File: config.mk
export PLATFORM = sky130hd
export DESIGN_NAME = hex_display_arbiter
export DESIGN_NICKNAME = d
export VERILOG_FILES = /design/src/rtl/hex_display_arbiter.sv
export SDC_FILE = /design/constraint.sdc
export NUM_CORES = 1
export LEC_CHECK = 0
export ABC_CLOCK_PERIOD_IN_PS = 3300
export BUFFER_PORTS_ARGS = -buffer_cell sky130_fd_sc_hd__buf_2
export CAP_MARGIN = 10
export CELL_PAD_IN_SITES_DETAIL_PLACEMENT = 1
export CELL_PAD_IN_SITES_GLOBAL_PLACEMENT = 2
export CORE_MARGIN = 2
export CORE_UTILIZATION = 32
export DETAILED_ROUTE_END_ITERATION = 8
export GPL_TIMING_DRIVEN = 0
export HOLD_SLACK_MARGIN = 0.08
export PLACE_DENSITY_LB_ADDON = 0.12
export RECOVER_POWER = 100
export SKIP_LAST_GASP = 1
export SYNTH_ARGS = -nofsm -noshare
export SYNTH_HDL_FRONTEND = slang
export SYNTH_SLANG_ARGS = --single-unit
File: constraint.sdc
create_clock -name clock_i -period 3.3 [get_ports clock_i]
set_clock_uncertainty 0.2 [all_clocks]
set_input_delay 0.33 -clock clock_i [delete_from_list [all_inputs] [get_ports clock_i]]
set_output_delay 0.33 -clock clock_i [all_outputs]
set_load 0.01 [all_outputs]
File: src/rtl/hex_display_arbiter.sv
// Two-requester round-robin arbiter that owns an eight-digit hex display.
// A winner is granted for one cycle, then holds the display for HOLD_CYCLES cycles.
module hex_display_arbiter #(
    parameter logic [31:0] HOLD_CYCLES = 32'd50_000_000,
    parameter logic [31:0] RESET_VALUE = 32'h0000_0000
) (
    input  logic        clock_i,
    input  logic        reset_i,
    input  logic [1:0]  req_i,
    input  logic [31:0] data0_i,
    input  logic [31:0] data1_i,
    output logic [1:0]  grant_o,
    output logic [1:0]  ack_o,
    output logic [31:0] display_o,
    output logic        owner_o,
    output logic        busy_o
);

    typedef enum logic [1:0] {
        S_IDLE  = 2'd0,
        S_GRANT = 2'd1,
        S_HOLD  = 2'd2
    } state_t;

    state_t      state_q, state_d;
    logic [1:0]  grant_q, grant_d;
    logic [1:0]  ack_q, ack_d;
    logic [31:0] display_q, display_d;
    logic        owner_q, owner_d;
    logic        busy_q, busy_d;
    logic        last_q, last_d;
    logic        win_q, win_d;
    logic [31:0] cnt_q, cnt_d;

    logic        winner_c;
    logic [31:0] win_data_c;
    logic [31:0] owner_data_c;

    // On a tie the requester that was not served last wins.
    assign winner_c     = (req_i == 2'b11) ? ~last_q : req_i[1];
    assign win_data_c   = win_q   ? data1_i : data0_i;
    assign owner_data_c = owner_q ? data1_i : data0_i;

    always_comb begin
        state_d   = state_q;
        grant_d   = 2'b00;
        ack_d     = 2'b00;
        display_d = display_q;
        owner_d   = owner_q;
        busy_d    = busy_q;
        last_d    = last_q;
        win_d     = win_q;
        cnt_d     = cnt_q;
        case (state_q)
            S_IDLE: begin
                if (req_i != 2'b00) begin
                    state_d = S_GRANT;
                    win_d   = winner_c;
                    grant_d = winner_c ? 2'b10 : 2'b01;
                    busy_d  = 1'b1;
                end else begin
                    busy_d  = 1'b0;
                end
            end
            S_GRANT: begin
                if (req_i[win_q]) begin
                    state_d   = S_HOLD;
                    display_d = win_data_c;
                    owner_d   = win_q;
                    last_d    = win_q;
                    cnt_d     = HOLD_CYCLES - 32'd1;
                    ack_d     = win_q ? 2'b10 : 2'b01;
                    busy_d    = 1'b1;
                end else begin
                    // Requester withdrew before the update: drop the grant silently.
                    state_d = S_IDLE;
                    busy_d  = 1'b0;
                end
            end
            S_HOLD: begin
                if (req_i[owner_q]) begin
                    display_d = owner_data_c;
                    ack_d     = owner_q ? 2'b10 : 2'b01;
                end
                // Refreshes never reload the counter, so the hold cannot be extended.
                if (cnt_q == 32'd0) begin
                    state_d = S_IDLE;
                    busy_d  = 1'b0;
                end else begin
                    cnt_d   = cnt_q - 32'd1;
                end
            end
            default: begin
                state_d = S_IDLE;
                busy_d  = 1'b0;
            end
        endcase
    end

    always_ff @(posedge clock_i or posedge reset_i) begin
        if (reset_i) begin
            state_q   <= S_IDLE;
            grant_q   <= 2'b00;
            ack_q     <= 2'b00;
            display_q <= RESET_VALUE;
            owner_q   <= 1'b0;
            busy_q    <= 1'b0;
            last_q    <= 1'b1;
            win_q     <= 1'b0;
            cnt_q     <= 32'd0;
        end else begin
            state_q   <= state_d;
            grant_q   <= grant_d;
            ack_q     <= ack_d;
            display_q <= display_d;
            owner_q   <= owner_d;
            busy_q    <= busy_d;
            last_q    <= last_d;
            win_q     <= win_d;
            cnt_q     <= cnt_d;
        end
    end

    assign grant_o   = grant_q;
    assign ack_o     = ack_q;
    assign display_o = display_q;
    assign owner_o   = owner_q;
    assign busy_o    = busy_q;

endmodule

; After elaboration in Yosys (flattened, before gate mapping)
; Index checks and enable logic that the tools add are counted.
[word_totals]
out_inout_bits = 38
register_bits = 74
[op_classes]
magnitude_cmp = 2
mux = 29
bitwise_logic = 1
n_reduce_logical = 9
addsub = 1
n_eq_ne = 8
[op_table]
columns = cell, n
row1 = $mux 32, 6
row2 = $pmux 32 s2, 2
row3 = $logic_not 32->1, 1
row4 = $sub 32x1->32 const B, 1
row5 = $mux 2, 10
row6 = $ne 2x2->1 const B, 5
row7 = $mux 1, 8
row8 = $pmux 2 s3, 1
row9 = $reduce_and 2->1, 3
row10 = $reduce_and 3->1, 2
row11 = $eq 2x2->1 const B, 2
row12 = $lt 1x2->1 const B, 2
row13 = $pmux 2 s2, 1
row14 = $reduce_bool 2->1, 2
row15 = $pmux 1 s3, 1
row16 = $eq 2x1->1 const B, 1
row17 = $logic_not 2->1, 1
row18 = $not 1->1, 1

; Longest topological paths before layout
; Gate-level depths: netlist of run 1.
[depth]
ltp_word = 5
depth_mapped = 8
ltp_nobuf = 7

; Worst setup path after synthesis of run 1
; Ideal clock, no wire load.
[synth_timing]
path_kind = register -> register
start = register state_q[0]
end = register cnt_q[23]
setup_slack_ns = 0.604
stages_incl_launch_ff = 9
synth_period_minus_slack_ns = 2.696
t_required_ns = 2.962
arrival_time_ns = 2.358
path_cell_list = dfrtp_1 -> inv_1 -> ha_1 -> buf_2 -> or4b_2 -> or3_1 -> o2111ai_1 -> or3_1 -> nand3_1
[synth_between]
elab_chain_len = 3
word_cells_on_any_way = 7
classes_between = 4 x eq/ne / 1 x mux / 2 x reduce/logical
[synth_rtl]
columns = element, line_no
row1 = start: declaration, 25  ; state_t state_q, state_d;
row2 = start signal: assignment, 112  ; state_q <= state_d;
row3 = $eq 2x2->1 or $eq 2x1->1 (tied branches), 54  ; case (state_q)
row4 = $ne 2x2->1 (no line) or $reduce_bool 2->1 (tied branches), n/a
row5 = $reduce_and 3->1 (no line), n/a
row6 = end signal: assignment, 120  ; cnt_q <= cnt_d;
row7 = end: declaration, 33  ; logic [31:0] cnt_q, cnt_d;
; Several ways; a longest one is shown, not always the timed one.
; A chain may end at the register's enable or synchronous reset.

; Final worst setup path of run 1
[layout_timing]
start = register state_q[0]
end = register cnt_q[25]
; The elaborated chain is that of the path after synthesis.

==> impl_results.md, run 1 <==
- Status: finished, final reports clean
- DR DRC count: 0
- CP endpoint kind: register
- CTS Buffer Depth: 2
- Crit-path most repeated cell: or3_1
- DRT Pass-1 Iters: 4
- Vias per cell: 5.20
- Commonest cells after routing, fill and taps aside: 73 x dfrtp_1, 67 x buf_2, 56 x clkbuf_1, 48 x o21ai_0, 43 x nand2_1
- Final Hold Viols: 0
- Ant diodes: 0
- VDD IR max: 0.175 mV
- Met3 global-route usage: 0.0450
- CTS tree: done
- CP delay by family, top: simple AND/OR/NAND/NOR gates
- Area delta synth->final: 29.4%
- GRT overflow: 0
- Cell chain of the critical path: inv_1 > ha_1 > buf_2 > or4b_2 > or3_1 > o2111ai_1 > or3_1 > nand3_1
- Core area: 11500 um2
- Max Slew Vio Count: 0
- Wirelength per Cell: 16.6 um
- Final Core Density: 0.427
- CP peak stage delay: 0.62 ns
- Vias in the first global route: 3714
- Leakage: 2.36 nW
- CP Launch Type: register
- Pre-CTS setup slack: 0.169 ns
- Global routing's busiest layer: met2
- Largest net degree at the start of global routing: 55
- Post-synth net total: 457
- Hpwl dp: 7.79 mm
- Ports: 106
- Root Buffer: clkbuf_16
- Fmax: 0.323 GHz
- Initial antenna violation count: 0
- Num Clock Sinks: 74
- Synth Register Bits: 74
- Data required time of the worst path: 3.29 ns
- Via count: 3442
- Most common cell after layout, fill and taps aside: dfrtp_1
- Post-synth ARST share: 1.00
- Worst Hold Class: in -> reg
- Setup WS post-layout: 0.208 ns
- RSZ-0062 raised after global routing: no
- Filler instances: 1366
- Initial Util: 0.330
- Post-synthesis sequential area ratio: 0.487
- Hold_ws: 0.0845 ns
- Arr. time, crit path: 3.09 ns
- Die span in y: 113 um
- Placed cells: 633
- Final worst-path cycle share: 0.937
- Worst Tran Pin Value: 1.41 ns
- Met2 Usage GRT: 0.302
- Clock Latency Late Sink: 0.34 ns
- Site Rows: 39
- Share of layout cells above drive strength 1: 0.193
- Post-synth EDFFs: 0
- Post-route antenna net violation count: 0
- Post-CTS Setup Bufs: 0
- Final Non-Filler Cells: 662
- Slowest cell on crit path: o2111ai_1
- Nets: 586
- Routed Wire Length: 11.0 mm
- Total track usage: 0.183
- Drt initial violations: 95
- First-pass GRT wire length: 18.6 mm
- CP Class: reg -> reg
- MaxCap Viol Count: 0
- CP max FO: 10
- Buffer and inverter count on the worst path: 2
- Port Buffers: 104
- Min Tclk post-route: 3.09 ns
- Avg Synthesized Cell Area: 9.88 um2
- H-tree depth: 3
- Synthesized area: 3800 um2
- Count of cell types in the netlist: 48
- Setup-failing EPs final: 0
- Reg clk slew, reported paths: 0.06 ns
- Die Span X: 113 um
- Mapped Cells: 385
- Pwr/cell area: 460 nW/um2
- CTS Buf Count: 9
- Main flop type after synthesis: dfrtp_1
- GP Congestion: 0.727
- Slew HR: 0.0579
- GR Util met1: 0.234
- YS warnings: 0
- Die Area: 12800 um2
==> state kept, by name (all words and copies together) (netlist names), 2 cells and up <==
register   count
grant_o        2
display_o     32
state_q        2
cnt_q         32
ack_o          2
==> layer usage <==
metal,vias to the layer above,part of all wire
li1,1681,-
met1,1670,0.45
met2,79,0.49
met3,12,0.048
met4,0,0.016
met5,-,0
==> what timing repair did <==
action | 4_1_cts | 5_1_grt
gates resized for setup | 0 | 2
endpoints found under the setup margin | 0 | 2
endpoints found under the hold margin | 29 | 0
hold buffers | 13 | 0
==> tightest hold or removal path, cell delays in order <==
cell	delay, ns
buf_2	0.07
mux2i_1	0.06
o21ai_0	0.13
==> per-stage QoR <==
step | power [W] | instance area [um2] | setup TNS, ns
detailed placement | 0.00116 | 4530 | 0
global route | 0.00235 | 4920 | 0
floorplan | 0.00105 | 3800 | 0
global placement | 0.00115 | 4500 | -22.20
CTS | 0.00231 | 5000 | 0
finish | 0.00226 | 4920 | 0
==> report_power, final <==
group / total [W] / switching, W / internal (W)
Combinational: 0.000176 / 0.000102 / 0.0000745
Sequential: 0.000962 / 0.0000188 / 0.000943
Clock: 0.00112 / 0.000386 / 0.000738
==> cells by family (layout without fill, tap and decap cells) <==
kind of cell             count (synthesis)  count (layout)  share of synthesized area
multiplexers                            38              38                      0.101
AND/OR/NAND/NOR                        137             137                      0.201
buffers and inverters                   30             164                     0.0322
adder cells (fa/ha/maj)                  4               4                     0.0132
XOR/XNOR                                 2               2                    0.00461
AO/OA/AOI/OAI                          100             100                      0.161
flip-flops                              74              74                      0.487
==> synthesized netlist by cell type (all sizes together), types with 2 or more instances <==
master / number / area [um2]
nor4: 5 / 37.5
ha: 4 / 50.1
mux2: 3 / 33.8
clkbuf: 16 / 60.1
mux2i: 35 / 350
nand4b: 3 / 26.3
a21oi: 25 / 125
o21ai: 50 / 250
buf: 3 / 21.3
o41ai: 3 / 63.8
inv: 11 / 41.3
nor2: 11 / 41.3
a31oi: 5 / 31.3
nand3b: 2 / 15.0
nand2b: 2 / 12.5
nand4: 2 / 12.5
dfrtp: 73 / 1830
or3: 20 / 125
and4: 2 / 20.0
o31ai: 10 / 75.1
nand2: 43 / 161
or2: 3 / 18.8
nand3: 13 / 65.1
nor3: 5 / 30.0
and3: 3 / 18.8
or4: 18 / 139
==> final timing paths <==
check	slack, ns	to	cells past startpoint	start
max in group asynchronous	0.59	cnt_q[24]$_DFFE_PP0P_	4	reset_i
hold reg to reg	0.28	display_o[7]$_DFFE_PP0P_	2	display_o[7]$_DFFE_PP0P_
hold / removal	0.08	display_o[24]$_DFFE_PP0P_	3	data0_i[24]
min in group asynchronous	0.49	display_o[28]$_DFFE_PP0P_	3	reset_i
setup / recovery	0.21	cnt_q[25]$_DFFE_PP0P_	8	state_q[0]$_DFFE_PP0P_
setup reg to reg	0.21	cnt_q[25]$_DFFE_PP0P_	8	state_q[0]$_DFFE_PP0P_
==> final cells by class <==
cell class              instances  area (um2)  area share
inverters                      11        42.5     0.00865
well taps                     143         179      0.0364
repair buffers                118         608       0.124
plain buffers                  19        75.1      0.0153
clock inverters                 5         103      0.0209
multi-input cells             281        1830       0.371
clock buffers                  11         233      0.0473
flip-flops and latches         74        1850       0.377
Note: power is estimated with default switching activity, not from simulation.
==> run 2: changes to the inputs <==
CORE_ASPECT_RATIO = 1.75   (was unset)
==> run 2 against run 1 <==
  * The flow now finishes with violations (capacitance limit)
  * Cell count fell by 2.9%
  * Count of clock-buffer cells in the layout did not move
  * Die area rose by 0.27%
  * Register-to-register slack improved by 0.04 ns
  * Worst setup slack improved by 0.044 ns
  * Largest power group unchanged
==> impl_results.md, run 2 (synthesis gave the netlist of run 1 again) <==
- Most common cell after layout, fill and taps aside: dfrtp_1
- Commonest cells after routing, fill and taps aside: 73 x dfrtp_1, 68 x buf_2, 54 x clkbuf_1, 48 x o21ai_0, 43 x nand2_1
- Leakage: 2.31 nW
- Data required time of the worst path: 3.30 ns
- Fin area: 4780 um2
- Min Tclk post-route: 3.05 ns
- Final worst-path cycle share: 0.924
- H-tree depth: 3
- Core area: 11600 um2
- Arr. time, crit path: 3.05 ns
- VDD IR max: 0.240 mV
- GR Util met1: 0.202
- Ports: 106
- Die Area: 12800 um2
- CP peak stage delay: 0.62 ns
- Fmax: 0.328 GHz
- Hold_ws: 0.0913 ns
- RSZ-0062 raised after global routing: no
- Buffer and inverter count on the worst path: 1
- Initial antenna violation count: 0
- Placed cells: 625
- Port Buffers: 104
- Post-route antenna net violation count: 0
- Hpwl dp: 8.28 mm
- Total track usage: 0.179
- Cell chain of the critical path: or4_1 > or3_1 > clkbuf_1 > o41ai_2 > o21ai_0 > mux2i_1
- DR DRC count: 0
- Internal: 0.00164 W
- Vias per cell: 5.35
- Slowest cell on crit path: or4_1
- CP delay by family, top: simple AND/OR/NAND/NOR gates
- CP Class: reg -> reg
- CTS tree: done
- Net Sw Frac: 0.237
- Die Span X: 86.4 um
- DRT Pass-1 Iters: 4
- CP max FO: 7
- GRT overflow: 0
- Nets: 575
- Slew HR: 0.0139
- Comb power frac: 0.076
- Root Buffer: clkbuf_16
- Setup TNS: 0 ns
- Clock Power Share: 0.476
- Setup-failing EPs final: 0
- Total power: 0.00215 W
- First-pass GRT wire length: 18.2 mm
- Clock Latency Late Sink: 0.33 ns
- Sequential share of power: 0.448
- Net Sw Power: 0.000510 W
- Max Slew Vio Count: 0
- Initial Util: 0.328
- Met3 global-route usage: 0.0488
- Area delta synth->final: 25.7%
- Largest net degree at the start of global routing: 45
- Reg clk slew, reported paths: 0.06 ns
- Ant diodes: 0
- Violated checks: capacitance limit
- Die span in y: 148 um
- Site Rows: 52
- Wirelength per Cell: 16.7 um
- Drt initial violations: 80
- CP endpoint kind: register
- Met2 Usage GRT: 0.320
- MaxCap Viol Count: 1
- Final Non-Filler Cells: 643
- GP Congestion: 0.740
- Final Hold Viols: 0
- Vias in the first global route: 3743
- Routed Wire Length: 10.8 mm
- Area post-placement: 4520 um2
- Worst Tran Pin Value: 1.47 ns
- CTS Buf Count: 9
- CTS Buffer Depth: 2
- Num Clock Sinks: 74
- Share of layout cells above drive strength 1: 0.203
- Filler instances: 1450
- Status: finished, violations left
- Via count: 3441
- Worst Hold Class: in -> reg
- Global routing's busiest layer: met2
- Pwr/cell area: 449 nW/um2
- CP Launch Type: register
-- run 2: final timing paths --
path | depth (start not counted) | startpoint | slack, ns | endpoint
worst min register to register | 2 | display_o[23]$_DFFE_PP0P_ | 0.28 | display_o[23]$_DFFE_PP0P_
max in group asynchronous | 4 | reset_i | 0.53 | display_o[27]$_DFFE_PP0P_
worst min-delay path | 3 | data1_i[28] | 0.09 | display_o[28]$_DFFE_PP0P_
worst max register to register | 6 | cnt_q[2]$_DFFE_PP0P_ | 0.25 | state_q[1]$_DFFE_PP0P_
min in group asynchronous | 3 | reset_i | 0.67 | cnt_q[15]$_DFFE_PP0P_
worst max-delay path | 6 | cnt_q[2]$_DFFE_PP0P_ | 0.25 | state_q[1]$_DFFE_PP0P_
-- run 2: power by group through the flow --
stage | sequential (W) | clock, W | combinational [W]
finish | 0.000962 | 0.00102 | 0.000163
CTS | 0.000962 | 0.00106 | 0.000184
detailed placement | 0.000977 | 0 | 0.000183
global route | 0.000967 | 0.00109 | 0.000188
global placement | 0.000975 | 0 | 0.000175
floorplan | 0.000994 | 0 | 0.0000579
-- run 2: cell type report --
cell class              instances  area, um2  share of cell area
multi-input cells             281       1820               0.381
clock buffers                  11        253              0.0529
plain buffers                  19       81.3              0.0170
repair buffers                107        498               0.104
inverters                      11       42.5             0.00890
well taps                     135        169              0.0353
flip-flops and latches         74       1850               0.388
clock inverters                 5       61.3              0.0128
-- run 2: timing repair --
item	CTS	global route
gates resized for setup	0	1
endpoints found under the hold margin	32	0
buffers inserted	0	0
hold buffers	2	0
endpoints found under the setup margin	0	5
-- run 2: through the flow --
| stage | setup WS, ns | util |
|---|---|---|
| 3_5_place_dp | 0.129 | 0.390 |
| 5_1_grt | 0.0189 | 0.413 |
| 2_1_floorplan | 0.604 | - |
| 6_report | 0.252 | 0.413 |
| 3_3_place_gp | -0.249 | 0.388 |
| 4_1_cts | 0.0994 | 0.419 |
-- run 2: worst reg2reg max path, stage by stage, from the launching register on --
cell      delay (ns)
dfrtp_1         0.44
or4_1           0.62
or3_1           0.40
clkbuf_1        0.24
o41ai_2         0.61
o21ai_0         0.25
mux2i_1         0.17
-- run 2: metal layers --
metal	wire length, um	vias to the layer above	share of wire
met2	5790	89	0.54
met5	0	-	0
met4	195	0	0.018
met1	4230	1679	0.39
li1	-	1660	-
met3	540	13	0.050
==> run 3: changes to the inputs <==
ABC_CLOCK_PERIOD_IN_PS = 2800   (was 3300)
CORE_UTILIZATION = 29   (was 32)
clock period = 2.8 ns   (was 3.3 ns; I/O delays follow)
==> run 3 against run 2 <==
  * The flow now finishes without violations
  * Die area is 10% higher
  * Register-to-register slack worse by 0.20 ns
  * Critical path type unchanged
  * Global-route usage is 0.33 points higher
  * Critical endpoint is now cnt_q[27]$_DFFE_PP0P_
  * Critical path depth is 1 lower
  * Largest cell class is now multi-input combinational cells
  * Clock power is 23% higher
  * Cell count is 16% higher
  * Total power is 23% higher
  * Worst setup slack worse by 0.20 ns
  * Sequential share of layout area is 5.8 points lower
  * Final area is 18% higher
  * First-iteration DRC count is 11% higher
  * Wire length is 15% higher
==> impl_results.md, run 3 (synthesis gave the netlist of run 1 again) <==
- Core area: 12900 um2
- CTS tree: done
- Commonest cells after routing, fill and taps aside: 72 x dfrtp_1, 66 x buf_2, 58 x dlygate4sd3_1, 46 x clkbuf_1, 46 x o21ai_0
- Final worst-path cycle share: 0.982
- Hold Path Sink: display_o[26]$_DFFE_PP0P_
- Initial Util: 0.295
- Via count: 3727
- Pwr/cell area: 470 nW/um2
- Worst Tran Pin Value: 1.36 ns
- GRT overflow: 0
- Num Clock Sinks: 74
- Ant diodes: 0
- Setup WS post-layout: 0.0504 ns
- Hold path cells: 3
- Hpwl dp: 8.49 mm
- Share of layout cells above drive strength 1: 0.233
- Worst Hold Launch: data1_i[26]
- Hold_ws: 0.0777 ns
- Die Span X: 90.6 um
- MaxCap Viol Count: 0
- Final Hold Viols: 0
- WL met3: 516 um
- Slew HR: 0.0914
- Max Slew Vio Count: 0
- Fmax: 0.364 GHz
- Pre-CTS setup slack: -0.379 ns
- Site Rows: 55
- Min Tclk post-route: 2.75 ns
- Port Buffers: 104
- GP Congestion: 0.760
- Worst Hold Class: in -> reg
- Placed cells: 661
- VDD IR max: 0.265 mV
- Reg2reg end: cnt_q[27]$_DFFE_PP0P_
- Ports: 106
- Reg clk slew, reported paths: 0.06 ns
- Area delta synth->final: 47.8%
- RSZ-0062 raised after global routing: yes
- Setup TNS: 0 ns
- Arr. time, crit path: 2.81 ns
- First-pass GRT wire length: 20.5 mm
- Clock Latency Late Sink: 0.34 ns
- Reg2Reg Setup Slack: 0.05 ns
- DRT Pass-1 Iters: 4
- Initial antenna violation count: 0
- Leakage: 2.64 nW
- Total power: 0.00264 W
- CTS Buf Count: 9
- Post-route antenna net violation count: 0
- DR DRC count: 0
- Nets: 639
- Routed wire length on met2: 6.89 mm
- Wirelength per Cell: 16.6 um
- CTS Buffer Depth: 2
- Data required time of the worst path: 2.86 ns
- Die span in y: 155 um
- Root Buffer: clkbuf_16
- CP max FO: 7
- H-tree depth: 3
- Top sig layer: met4
- CP Launch Type: register
- Status: finished, final reports clean
- Vias in the first global route: 4054
- Routed Wire Length: 12.4 mm
- Most common cell after layout, fill and taps aside: dfrtp_1
- Drt initial violations: 89
- Filler instances: 1516
- CP Class: reg -> reg
- Die Area: 14100 um2
- Vias per cell: 5.02
- CP endpoint kind: register
- Largest net degree at the start of global routing: 48
- FF-to-FF path depth: 5
- Total track usage: 0.182
- Final Non-Filler Cells: 743
- Reg2reg start: cnt_q[18]$_DFFE_PP0P_
- Metal1 wirelength: 4.68 mm
- Setup-failing EPs final: 0
[run 3: repair_timing]
action | in CTS | in global routing
gates cloned | 2 | 1
hold buffers | 58 | 0
endpoints found under the setup margin | 39 | 64
endpoints found under the hold margin | 57 | 0
resized for setup | 22 | 20
buffers inserted | 6 | 3
pin swaps | 6 | 5
[run 3: worst max-delay path, stage by stage (launching register included)]
cell and delay [ns]:
dfrtp_1 0.43, or4_1 0.67, nor4b_2 0.54, o2111ai_4 0.25
or4_1 0.44, a21oi_1 0.15
[run 3: worst max-delay path by stage]
stage / start / to / slack (ns) / cells past startpoint
floorplan: state_q[0]$_DFFE_PP0P_ / cnt_q[23]$_DFFE_PP0P_ / 0.10 / 8
global placement: reset_i / display_o[30]$_DFFE_PP0P_ / -0.71 / 2
detailed placement: state_q[0]$_DFFE_PP0P_ / cnt_q[23]$_DFFE_PP0P_ / -0.38 / 8
CTS: cnt_q[7]$_DFFE_PP0P_ / cnt_q[30]$_DFFE_PP0P_ / -0.004 / 5
global route: cnt_q[18]$_DFFE_PP0P_ / cnt_q[27]$_DFFE_PP0P_ / -0.05 / 5
finish: cnt_q[18]$_DFFE_PP0P_ / cnt_q[27]$_DFFE_PP0P_ / 0.05 / 5
[run 3: area by class of cell]
cell class / count / area [um2] / area share
multi-input combinational: 283 / 1970 / 0.350
sequential: 74 / 1850 / 0.330
timing repair buffer: 173 / 1150 / 0.204
clock buffer: 9 / 225 / 0.0401
tap: 171 / 214 / 0.0381
clock inverter: 7 / 93.8 / 0.0167
buffer: 15 / 78.8 / 0.0140
inverter: 11 / 42.5 / 0.00757
[run 3: through the flow]
stage | util | area [um2]
2_1_floorplan | - | 3800
6_report | 0.437 | 5620
3_3_place_gp | 0.353 | 4540
3_5_place_dp | 0.355 | 4570
4_1_cts | 0.439 | 5650
5_1_grt | 0.437 | 5620
[run 3: report_power, final]
| part | switching, W | total [W] | leakage [nW] | internal, W |
|---|---|---|---|---|
| Combinational | 0.000130 | 0.000260 | 1.57 | 0.000130 |
| Clock | 0.000470 | 0.00125 | 0.151 | 0.000778 |
| Sequential | 0.0000227 | 0.00113 | 0.923 | 0.00111 |
[run 3: layer usage]
layer  global-route usage  up-vias
met2                0.350       89
met4               0.0593        0
met5                    0        -
met3               0.0455       18
li1                     -     1797
met1                0.191     1823
